==> config.mk <==
export PLATFORM = sky130hd
export DESIGN_NAME = r_chunk_read_sequencer_flat
export DESIGN_NICKNAME = d
export VERILOG_FILES = /design/src/rtl/r_chunk_read_sequencer_if.sv /design/src/rtl/r_chunk_read_sequencer.sv /design/src/flat_wrapper.sv
export SDC_FILE = /design/constraint.sdc
export NUM_CORES = 1
export LEC_CHECK = 0
export BUFFER_PORTS_ARGS = -buffer_cell sky130_fd_sc_hd__buf_2
export CAP_MARGIN = 20
export CORE_AREA = 5 5 214 216
export DETAILED_ROUTE_END_ITERATION = 7
export DIE_AREA = 0 0 219 221
export SYNTH_ARGS = -nofsm -noshare
export SYNTH_HDL_FRONTEND = slang
export SYNTH_SLANG_ARGS = --single-unit
==> constraint.sdc <==
create_clock -name clk -period 4.7 [get_ports clk]
set_input_delay 0.94 -clock clk [delete_from_list [all_inputs] [get_ports clk]]
set_output_delay 0.94 -clock clk [all_outputs]
set_load 0.01 [all_outputs]
==> src/rtl/r_chunk_read_sequencer_if.sv <==
// Streaming r-vector bus between memoryR / main_alu (master side) and the
// r_chunk_read_sequencer (slave side). Clock and reset stay plain ports.
interface r_chunk_read_sequencer_if #(
  parameter int element_width             = 32,
  parameter int no_of_units               = 8,
  parameter int memory_read_address_width = 20
);
  localparam int dw = element_width * no_of_units;
  localparam int aw = memory_read_address_width;

  logic          start;
  logic          read_again;
  logic          snapshot_req;
  logic [dw-1:0] memoryR_output;
  logic [aw-1:0] memoryR_read_address;
  logic [dw-1:0] chunk_data;
  logic          chunk_valid;
  logic          chunk_last;
  logic          memoryRprev_we;
  logic [aw-1:0] rkold_write_address;
  logic          busy;
  logic          pass_done;

  modport master (
    output start, read_again, snapshot_req, memoryR_output,
    input  memoryR_read_address, chunk_data, chunk_valid, chunk_last,
           memoryRprev_we, rkold_write_address, busy, pass_done
  );

  modport slave (
    input  start, read_again, snapshot_req, memoryR_output,
    output memoryR_read_address, chunk_data, chunk_valid, chunk_last,
           memoryRprev_we, rkold_write_address, busy, pass_done
  );
endinterface

==> src/rtl/r_chunk_read_sequencer.sv <==
// r_chunk_read_sequencer: serves the ALU one no_of_units-wide chunk of r per
// read_again request, and on snapshot_req streams all of r into rKold_prev at
// one chunk per cycle. Every output is registered.
// Optional feature macro RSEQ_ZERO_PAD_EN: lanes of the final chunk that lie
// beyond the vector length are forced to zero, and snapshot write data is
// exported on chunk_data (trailing its write strobe by one cycle).
module r_chunk_read_sequencer #(
  parameter int          element_width                   = 32,
  parameter int          no_of_units                     = 8,
  parameter int          number_of_clusters              = 40,
  parameter int          number_of_equations_per_cluster = 19,
  parameter int          memory_read_address_width       = 20,
  parameter int unsigned base_address                    = 0
) (
  input logic                     clk,
  input logic                     reset,
  r_chunk_read_sequencer_if.slave bus
);
  localparam int dw         = element_width * no_of_units;
  localparam int aw         = memory_read_address_width;
  localparam int vec_len    = number_of_clusters * number_of_equations_per_cluster;
  localparam int num_chunks = (vec_len + no_of_units - 1) / no_of_units;
  localparam int cnt_w      = (num_chunks > 1) ? $clog2(num_chunks) : 1;
  localparam logic [cnt_w-1:0] last_cnt = cnt_w'(num_chunks - 1);

`ifdef RSEQ_ZERO_PAD_EN
  // Keep only the lanes of the final chunk that hold real vector elements.
  function automatic logic [dw-1:0] build_last_mask();
    logic [dw-1:0] m;
    m = '0;
    for (int k = 0; k < no_of_units; k++)
      if ((num_chunks - 1) * no_of_units + k < vec_len)
        m[k*element_width +: element_width] = '1;
    return m;
  endfunction
  localparam logic [dw-1:0] last_mask = build_last_mask();
`endif

  typedef enum logic [2:0] {IDLE, FETCH, PRESENT, WAIT, SNAP, DONE} state_e;

  state_e         state_q, state_d;
  logic [cnt_w-1:0] cnt_q, cnt_d;
  logic           pending_q, pending_d;
  logic [aw-1:0]  addr_q, addr_d;
  logic [dw-1:0]  chunk_data_q, chunk_data_d;
  logic           chunk_valid_q, chunk_valid_d;
  logic           chunk_last_q, chunk_last_d;
  logic           we_q, we_d;
  logic [aw-1:0]  wr_addr_q, wr_addr_d;
  logic           busy_q;
  logic           pass_done_q, pass_done_d;
  logic           load_addr;

  // Next-state, counter, address and registered-output computation.
  always_comb begin
    // NOTE: every variable gets a default before the case so no path can infer a latch.
    state_d       = state_q;
    cnt_d         = cnt_q;
    pending_d     = pending_q;
    addr_d        = addr_q;
    chunk_data_d  = chunk_data_q;
    chunk_valid_d = 1'b0;
    chunk_last_d  = 1'b0;
    we_d          = 1'b0;
    wr_addr_d     = wr_addr_q;
    pass_done_d   = 1'b0;
    load_addr     = 1'b0;

    unique case (state_q)
      IDLE: begin
        // A snapshot takes priority; a start arriving with it is dropped.
        if (bus.snapshot_req) begin
          state_d   = SNAP;
          cnt_d     = '0;
          load_addr = 1'b1;
        end else if (bus.start) begin
          state_d   = FETCH;
          cnt_d     = '0;
          pending_d = 1'b0;
          load_addr = 1'b1;
        end
      end
      FETCH: begin
        if (bus.read_again) pending_d = 1'b1;
        state_d = PRESENT;
      end
      PRESENT: begin
        if (bus.read_again) pending_d = 1'b1;
`ifdef RSEQ_ZERO_PAD_EN
        chunk_data_d = (cnt_q == last_cnt) ? (bus.memoryR_output & last_mask)
                                           : bus.memoryR_output;
`else
        chunk_data_d = bus.memoryR_output;
`endif
        chunk_valid_d = 1'b1;
        if (cnt_q == last_cnt) begin
          chunk_last_d = 1'b1;
          state_d      = DONE;
        end else begin
          state_d = WAIT;
        end
      end
      WAIT: begin
        if (bus.read_again || pending_q) begin
          cnt_d     = cnt_q + 1'b1;
          pending_d = 1'b0;
          load_addr = 1'b1;
          state_d   = FETCH;
        end
      end
      SNAP: begin
        // The read issued now returns next cycle, when the strobe goes out.
        we_d      = 1'b1;
        wr_addr_d = aw'(cnt_q);
        if (cnt_q == last_cnt) begin
          state_d = DONE;
        end else begin
          cnt_d     = cnt_q + 1'b1;
          load_addr = 1'b1;
        end
      end
      DONE: begin
        pass_done_d = 1'b1;
        pending_d   = 1'b0;
        state_d     = IDLE;
      end
      default: state_d = IDLE;
    endcase

`ifdef RSEQ_ZERO_PAD_EN
    // Export the snapshot data arriving alongside each write strobe.
    if (we_q)
      chunk_data_d = (wr_addr_q == aw'(last_cnt)) ? (bus.memoryR_output & last_mask)
                                                  : bus.memoryR_output;
`endif

    if (load_addr) addr_d = aw'(base_address) + aw'(cnt_d);
  end

  // State and output registers with asynchronous active-low clear.
  always_ff @(posedge clk or negedge reset) begin
    if (!reset) begin
      state_q       <= IDLE;
      cnt_q         <= '0;
      pending_q     <= 1'b0;
      addr_q        <= '0;
      // NOTE: the wide data register is cleared too, because all outputs must read 0 in reset.
      chunk_data_q  <= '0;
      chunk_valid_q <= 1'b0;
      chunk_last_q  <= 1'b0;
      we_q          <= 1'b0;
      wr_addr_q     <= '0;
      busy_q        <= 1'b0;
      pass_done_q   <= 1'b0;
    end else begin
      // NOTE: non-blocking assignments so every register samples pre-edge values.
      state_q       <= state_d;
      cnt_q         <= cnt_d;
      pending_q     <= pending_d;
      addr_q        <= addr_d;
      chunk_data_q  <= chunk_data_d;
      chunk_valid_q <= chunk_valid_d;
      chunk_last_q  <= chunk_last_d;
      we_q          <= we_d;
      wr_addr_q     <= wr_addr_d;
      busy_q        <= (state_d != IDLE);
      pass_done_q   <= pass_done_d;
    end
  end

  assign bus.memoryR_read_address = addr_q;
  assign bus.chunk_data           = chunk_data_q;
  assign bus.chunk_valid          = chunk_valid_q;
  assign bus.chunk_last           = chunk_last_q;
  assign bus.memoryRprev_we       = we_q;
  assign bus.rkold_write_address  = wr_addr_q;
  assign bus.busy                 = busy_q;
  assign bus.pass_done            = pass_done_q;
endmodule
==> src/flat_wrapper.sv <==
// flat-port wrapper written by rule: the top's interface ports become plain ports
module r_chunk_read_sequencer_flat 
#(
  parameter int          element_width                   = 32,
  parameter int          no_of_units                     = 8,
  parameter int          number_of_clusters              = 40,
  parameter int          number_of_equations_per_cluster = 19,
  parameter int          memory_read_address_width       = 20,
  parameter int unsigned base_address                    = 0
)
  (clk, reset, bus_start, bus_read_again, bus_snapshot_req, bus_memoryR_output, bus_memoryR_read_address, bus_chunk_data, bus_chunk_valid, bus_chunk_last, bus_memoryRprev_we, bus_rkold_write_address, bus_busy, bus_pass_done);
  r_chunk_read_sequencer_if #(.element_width(element_width), .no_of_units(no_of_units), .memory_read_address_width(memory_read_address_width)) bus_i ();
  input logic clk;
  input logic reset;
  input wire logic [$bits(bus_i.start)-1:0] bus_start;
  input wire logic [$bits(bus_i.read_again)-1:0] bus_read_again;
  input wire logic [$bits(bus_i.snapshot_req)-1:0] bus_snapshot_req;
  input wire logic [$bits(bus_i.memoryR_output)-1:0] bus_memoryR_output;
  output wire logic [$bits(bus_i.memoryR_read_address)-1:0] bus_memoryR_read_address;
  output wire logic [$bits(bus_i.chunk_data)-1:0] bus_chunk_data;
  output wire logic [$bits(bus_i.chunk_valid)-1:0] bus_chunk_valid;
  output wire logic [$bits(bus_i.chunk_last)-1:0] bus_chunk_last;
  output wire logic [$bits(bus_i.memoryRprev_we)-1:0] bus_memoryRprev_we;
  output wire logic [$bits(bus_i.rkold_write_address)-1:0] bus_rkold_write_address;
  output wire logic [$bits(bus_i.busy)-1:0] bus_busy;
  output wire logic [$bits(bus_i.pass_done)-1:0] bus_pass_done;
  assign bus_i.start = bus_start;
  assign bus_i.read_again = bus_read_again;
  assign bus_i.snapshot_req = bus_snapshot_req;
  assign bus_i.memoryR_output = bus_memoryR_output;
  assign bus_memoryR_read_address = bus_i.memoryR_read_address;
  assign bus_chunk_data = bus_i.chunk_data;
  assign bus_chunk_valid = bus_i.chunk_valid;
  assign bus_chunk_last = bus_i.chunk_last;
  assign bus_memoryRprev_we = bus_i.memoryRprev_we;
  assign bus_rkold_write_address = bus_i.rkold_write_address;
  assign bus_busy = bus_i.busy;
  assign bus_pass_done = bus_i.pass_done;
  r_chunk_read_sequencer #(.element_width(element_width), .no_of_units(no_of_units), .number_of_clusters(number_of_clusters), .number_of_equations_per_cluster(number_of_equations_per_cluster), .memory_read_address_width(memory_read_address_width), .base_address(base_address)) u_core (.clk(clk), .reset(reset), .bus(bus_i));
endmodule
After elaboration in Yosys (flattened, before gate mapping). Index checks and enable logic that the tools add are counted.

$add $sub $neg: 1. Equality and inequality tests: 10. Multiplexer cells: 26. Reductions and logical operators: 6.

Operator list (number): $mux 7 (4); $pmux 7 s3 (1); $mux 3 (5); $pmux 3 s5 (1); $mux 1 (13); $add 7x1->7 const B (1); $eq 7x7->1 const B (1); $eq 3x2->1 const B (2); $eq 3x3->1 const B (2); $reduce_and 5->1 (1); $ne 2x1->1 const B (2); $ne 2x2->1 const B (2); $pmux 1 s4 (1); $reduce_bool 4->1 (1); $eq 3x1->1 const B (1); $logic_not 3->1 (1); $pmux 1 s3 (1); $reduce_bool 3->1 (1); $reduce_or 2->1 (1); $logic_or 1x1->1 (1).

Bits in registers: 286. Input port bits: 261. Output and inout port bits: 301. Word-level logic and storage cells: 54.

Longest topological paths before layout.
Depth after elaboration: 4. Depth in mapped cells: 9. Depth with buffers taken out: 6.

Worst setup path after synthesis. No wires, ideal clock.

Kind: input to register. Start point: input bus_start. End point: register u_core.addr_q[2] (netlist: u_core.bus.memoryR_read_address[2]). Setup time: 125 ps. Data arrival time: 1950 ps. Data required time: 4575 ps. Slack: 2625 ps. Stages on the path: 4. Path buffers: 0. Path through: or3_4 > o31a_4 > a21o_4 > mux2_4.

Longest elaborated chain between the ends: 3. Elaborated cells on any way between the ends: 6. Those cells by class: mux (6).

RTL lines: start: declaration (RTL line flat_wrapper.sv:15) `input wire logic [$bits(bus_i.start)-1:0] bus_start;`; $mux 7 / $mux 1 (equally long branches) (RTL line r_chunk_read_sequencer.sv:76) `end else if (bus.start) begin`; $mux 7 / $mux 1 (equally long branches) (RTL line r_chunk_read_sequencer.sv:72) `if (bus.snapshot_req) begin`; $pmux 7 s3 / $pmux 1 s3 (equally long branches) (RTL line r_chunk_read_sequencer.sv:69) `unique case (state_q)`; end signal: assignment (RTL line r_chunk_read_sequencer.sv:160) `addr_q <= addr_d;`; end: declaration (RTL line r_chunk_read_sequencer.sv:44) `logic [aw-1:0] addr_q, addr_d;`.

Parallel ways exist; a longest one is shown, timed or not. A chain may end at the register's enable or synchronous reset.

Worst setup path in the final report.
Start point: register u_core.state_q[2]. End point: register u_core.chunk_data_q[124] (netlist: u_core.bus.chunk_data[124]).

Longest elaborated chain between the ends: 1.

RTL lines: start: declaration (RTL line r_chunk_read_sequencer.sv:41) `state_e state_q, state_d;`; start signal: assignment (RTL line r_chunk_read_sequencer.sv:157) `state_q <= state_d;`; $eq 3x2->1 (RTL line r_chunk_read_sequencer.sv:69); end signal: assignment (RTL line r_chunk_read_sequencer.sv:161) `chunk_data_q <= chunk_data_d;`; end: declaration (RTL line r_chunk_read_sequencer.sv:45) `logic [dw-1:0] chunk_data_q, chunk_data_d;`.

No other way between the ends.

==> impl_metrics.py <==
metrics = {
    "synth": {
        "post_synth_most_frequent_cells": "sky130_fd_sc_hd__nand2_1 (773), sky130_fd_sc_hd__dfrtp_1 (286), sky130_fd_sc_hd__buf_4 (43)",
        "main_combinational_cell_family_by_area_after_synthesis": "simple AND/OR/NAND/NOR gates",
        "synth_simple_gate_area_share_pct": 27.2,
        "ys.warnings.count": 0,
        "netlist-cell-type-count": 46,
        "synthAdderAreaFrac_pct": 0.221,
        "async_flop_share_pct": 100,
        "post-synth-top-area-cell": "sky130_fd_sc_hd__dfrtp_1",
        "synth_top_cells_by_area": "sky130_fd_sc_hd__dfrtp_1 (63%), sky130_fd_sc_hd__nand2_1 (26%), sky130_fd_sc_hd__buf_4 (2.8%)",
        "synth.ff_latch_count": 286,
        "netlist_area_mm2": 0.0113,
        "synth_xor_xnor_area_share_pct": 0.309,
        "synth.mux.area_fraction_pct": 1.31,
        "synth.avg_cell_area_um2": 9.16,
        "synthDominantCellAreaShare_pct": 63.1,
        "postSynth.topFlopCell": "sky130_fd_sc_hd__dfrtp_1",
        "synth_compound_gate_area_share_pct": 2.21,
        "synth_enable_flop_cells": 0,
        "yosysMostFrequentCell": "sky130_fd_sc_hd__nand2_1",
        "synth_cells": 1238,
        "synth-seq-area-share_pct": 63.1,
    },
    "floorplan": {
        "floorplan.core_area_mm2": 0.0437,
        "core.rowCount": 77,
        "floorplan.die_area_mm2": 0.0484,
        "start_util_pct": 25.9,
        "die_height_um": 221,
        "floorplan.die.width_um": 219,
        "ios": 562,
    },
    "power_and_ir_drop": {
        "power.static_leakage_uw": 0.00770,
        "powerDensity_mw_per_mm2": 460,
        "switching_share_pct": 29.7,
        "p_sw_uw": 2100,
        "sequentialPowerShare_pct": 46.2,
        "vdd.ir_drop.worst_mv": 0.239,
        "clkPwrFrac_pct": 32.8,
        "cellInternalPower_uw": 4960,
        "share_comb_of_total_power_pct": 21.1,
    },
    "clock_network": {
        "postCtsResizedCells": 0,
        "clkTransAtPathRegs_ns": 0.06,
        "clk_latency_ns": 0.55,
        "post_cts_hold_buffer_count": 0,
        "cts_num_sinks": 286,
        "postcts_setup_bufs": 0,
        "clk_root_buffer_cell": "sky130_fd_sc_hd__clkbuf_16",
        "cts_buffer_depth": 3,
        "numCtsBuffers": 31,
        "tritoncts": "built",
        "ctsHtreeMaxLevel": 1,
    },
    "worst_hold_path": {
        "hp-class": "in2async",
    },
    "global_route": {
        "wire_length_of_the_first_global_routing_pass_um": 54400,
        "grtUsageTotal_pct": 13.6,
        "grt-ovfl-total": 0,
        "antenna_violations_before_repair": 3,
        "grt_pass1_vias": 10100,
        "pin_count_of_the_biggest_net_entering_global_routing": 172,
    },
    "detailed_routing": {
        "routed_wire_length_per_instance_um": 14.7,
        "antenna_left": 0,
        "avgViaCountPerCell": 4.15,
        "drc": 0,
        "drt-total-wl_um": 34900,
        "vias": 9813,
        "detailedRoute.firstPassIterationCount": 5,
        "first_iter_violations": 561,
    },
    "place": {
        "dp.cells": 2315,
        "dp_hpwl_um": 25800,
        "gpl.final_weighted_congestion": 0.783,
        "number_of_buffers_inserted_by_port_buffering": 535,
    },
    "cells_and_area": {
        "cell_count_final_fillers_out": 2367,
        "area_delta_synth_final_pct": 35.5,
        "post_route_cells_drive_above_1_share_pct": 34.6,
        "final_nets": 2019,
        "antenna_cells_inserted": 0,
        "fillers": 4566,
    },
    "worst_setup_path": {
        "cp_data_arrival_time_ns": 3.12,
        "worst-endpoint-required_ns": 5.19,
        "worstPathMaxFanout": 171,
        "timing.critical_path.from_type": "register",
        "setup.worst_path.end_class": "register",
        "timing_worst_setup_path_type": "reg2reg",
    },
    "sta": {
        "final_max_slew_viol_count": 0,
        "fmax_ghz": 0.379,
        "worst_clock_skew_ns": 0.00771,
        "finalSetupViolations": 0,
        "unrepaired_setup_endpoints_after_global_routing": "false",
        "finalSetupTns_ns": 0,
        "final_hold_viol_count": 0,
        "timing.max_slew.rel_slack_pct": 34.4,
        "worst_pin_slew_ns": 0.984,
        "layout_worst_path_cycle_share_pct": 56.1,
        "timing.final.crit_period_ns": 2.64,
    },
    "job": {
        "max_cap_violations": 0,
    },
    "outcome": {
        "status": "complete, no violations",
    },
}
-- per-stage QoR --
stage / instance area [µm²] / setup slack [ns] / utilization [%] / hold slack (ns) / total power, µW
after floorplan: 11400 / 2.62 / - / 0.511 / 3970
after global placement: 14400 / 2.18 / 32.9 / 0.452 / 4790
after detailed placement: 14400 / 2.11 / 32.9 / 0.457 / 4810
after CTS: 15400 / 2.10 / 35.1 / 0.472 / 7180
after global routing: 15400 / 1.86 / 35.1 / 0.480 / 7480
final: 15400 / 2.06 / 35.1 / 0.467 / 7060
-- routing by layer --
metal  vias up  track usage (%)  share of wire, %
met4         6             3.89               2.5
met3        59             3.95               9.6
met5         -                0              0.12
met2       409             23.2                48
li1       4764                -                 -
met1      4575             16.6                40
-- power by group through the flow --
stage,logic [µW],clock network [µW],registers [µW]
after CTS,1520,2390,3260
after floorplan,498,0,3480
final,1490,2310,3260
after global routing,1670,2480,3330
after detailed placement,1520,0,3290
after global placement,1510,0,3280
-- cell type report --
cell class / count / area (µm²) / area share (%)
Clock buffer: 44 / 895 / 5.82
Clock inverter: 8 / 71.3 / 0.464
Inverter: 6 / 30.0 / 0.195
Multi-Input combinational cell: 882 / 3640 / 23.7
Sequential cell: 286 / 7160 / 46.6
Tap cell: 592 / 741 / 4.82
Timing Repair Buffer: 549 / 2830 / 18.4
-- state kept, by name, indices dropped and copies added, names as in the netlist, 3 cells and up --
name and cells:
u_core.bus.chunk_data 256, u_core.bus.memoryR_read_address 7, u_core.bus.rkold_write_address 7, u_core.cnt_q 7, u_core.state_q 3
-- worst max-delay path, stage by stage, from the launching register on --
cell and delay (ns):
sky130_fd_sc_hd__dfrtp_1 0.46, sky130_fd_sc_hd__nand2b_1 0.19, sky130_fd_sc_hd__or2_4 0.46, sky130_fd_sc_hd__inv_8 0.74, sky130_fd_sc_hd__buf_4 0.40, sky130_fd_sc_hd__nand2_1 0.09
sky130_fd_sc_hd__nand2_1 0.06
-- layout by cell type, fill, tap and decap left out, types with 5 or more instances in the layout --
master                      instances
sky130_fd_sc_hd__o2bb2ai_1          5
sky130_fd_sc_hd__clkbuf_1           6
sky130_fd_sc_hd__a21oi_1            6
sky130_fd_sc_hd__nor2_1             9
sky130_fd_sc_hd__dfrtp_1          286
sky130_fd_sc_hd__mux2_2             7
sky130_fd_sc_hd__inv_1              5
sky130_fd_sc_hd__buf_4             11
sky130_fd_sc_hd__clkbuf_16         31
sky130_fd_sc_hd__buf_2            534
sky130_fd_sc_hd__conb_1            26
sky130_fd_sc_hd__clkinv_2           5
sky130_fd_sc_hd__nand2_1          773
sky130_fd_sc_hd__clkbuf_8           7
sky130_fd_sc_hd__o21ai_0           11
-- worst paths after layout --
path	from	end	slack, ns	cells past startpoint
worst max-delay path	u_core.state_q[2]	u_core.bus.chunk_data[124]	2.06	6
worst min-delay path	reset	u_core.bus.chunk_data[27]	0.47	1
worst max register to register	u_core.state_q[2]	u_core.bus.chunk_data[124]	2.06	6
worst min register to register	u_core.bus.chunk_data[29]	u_core.bus.chunk_data[29]	0.47	2
max in group asynchronous	reset	u_core.bus.chunk_data[251]	3.33	2
min in group clk	u_core.bus.chunk_data[29]	u_core.bus.chunk_data[29]	0.47	2
-- kinds of logic after synthesis --
family,Yosys count
fa+ha+maj,2
xor+xnor,4
mux,12
simple gates,803
flops,286
buf+inv,95
other cells,1
compound gates,35
Power figures use the tool's default switching activity.
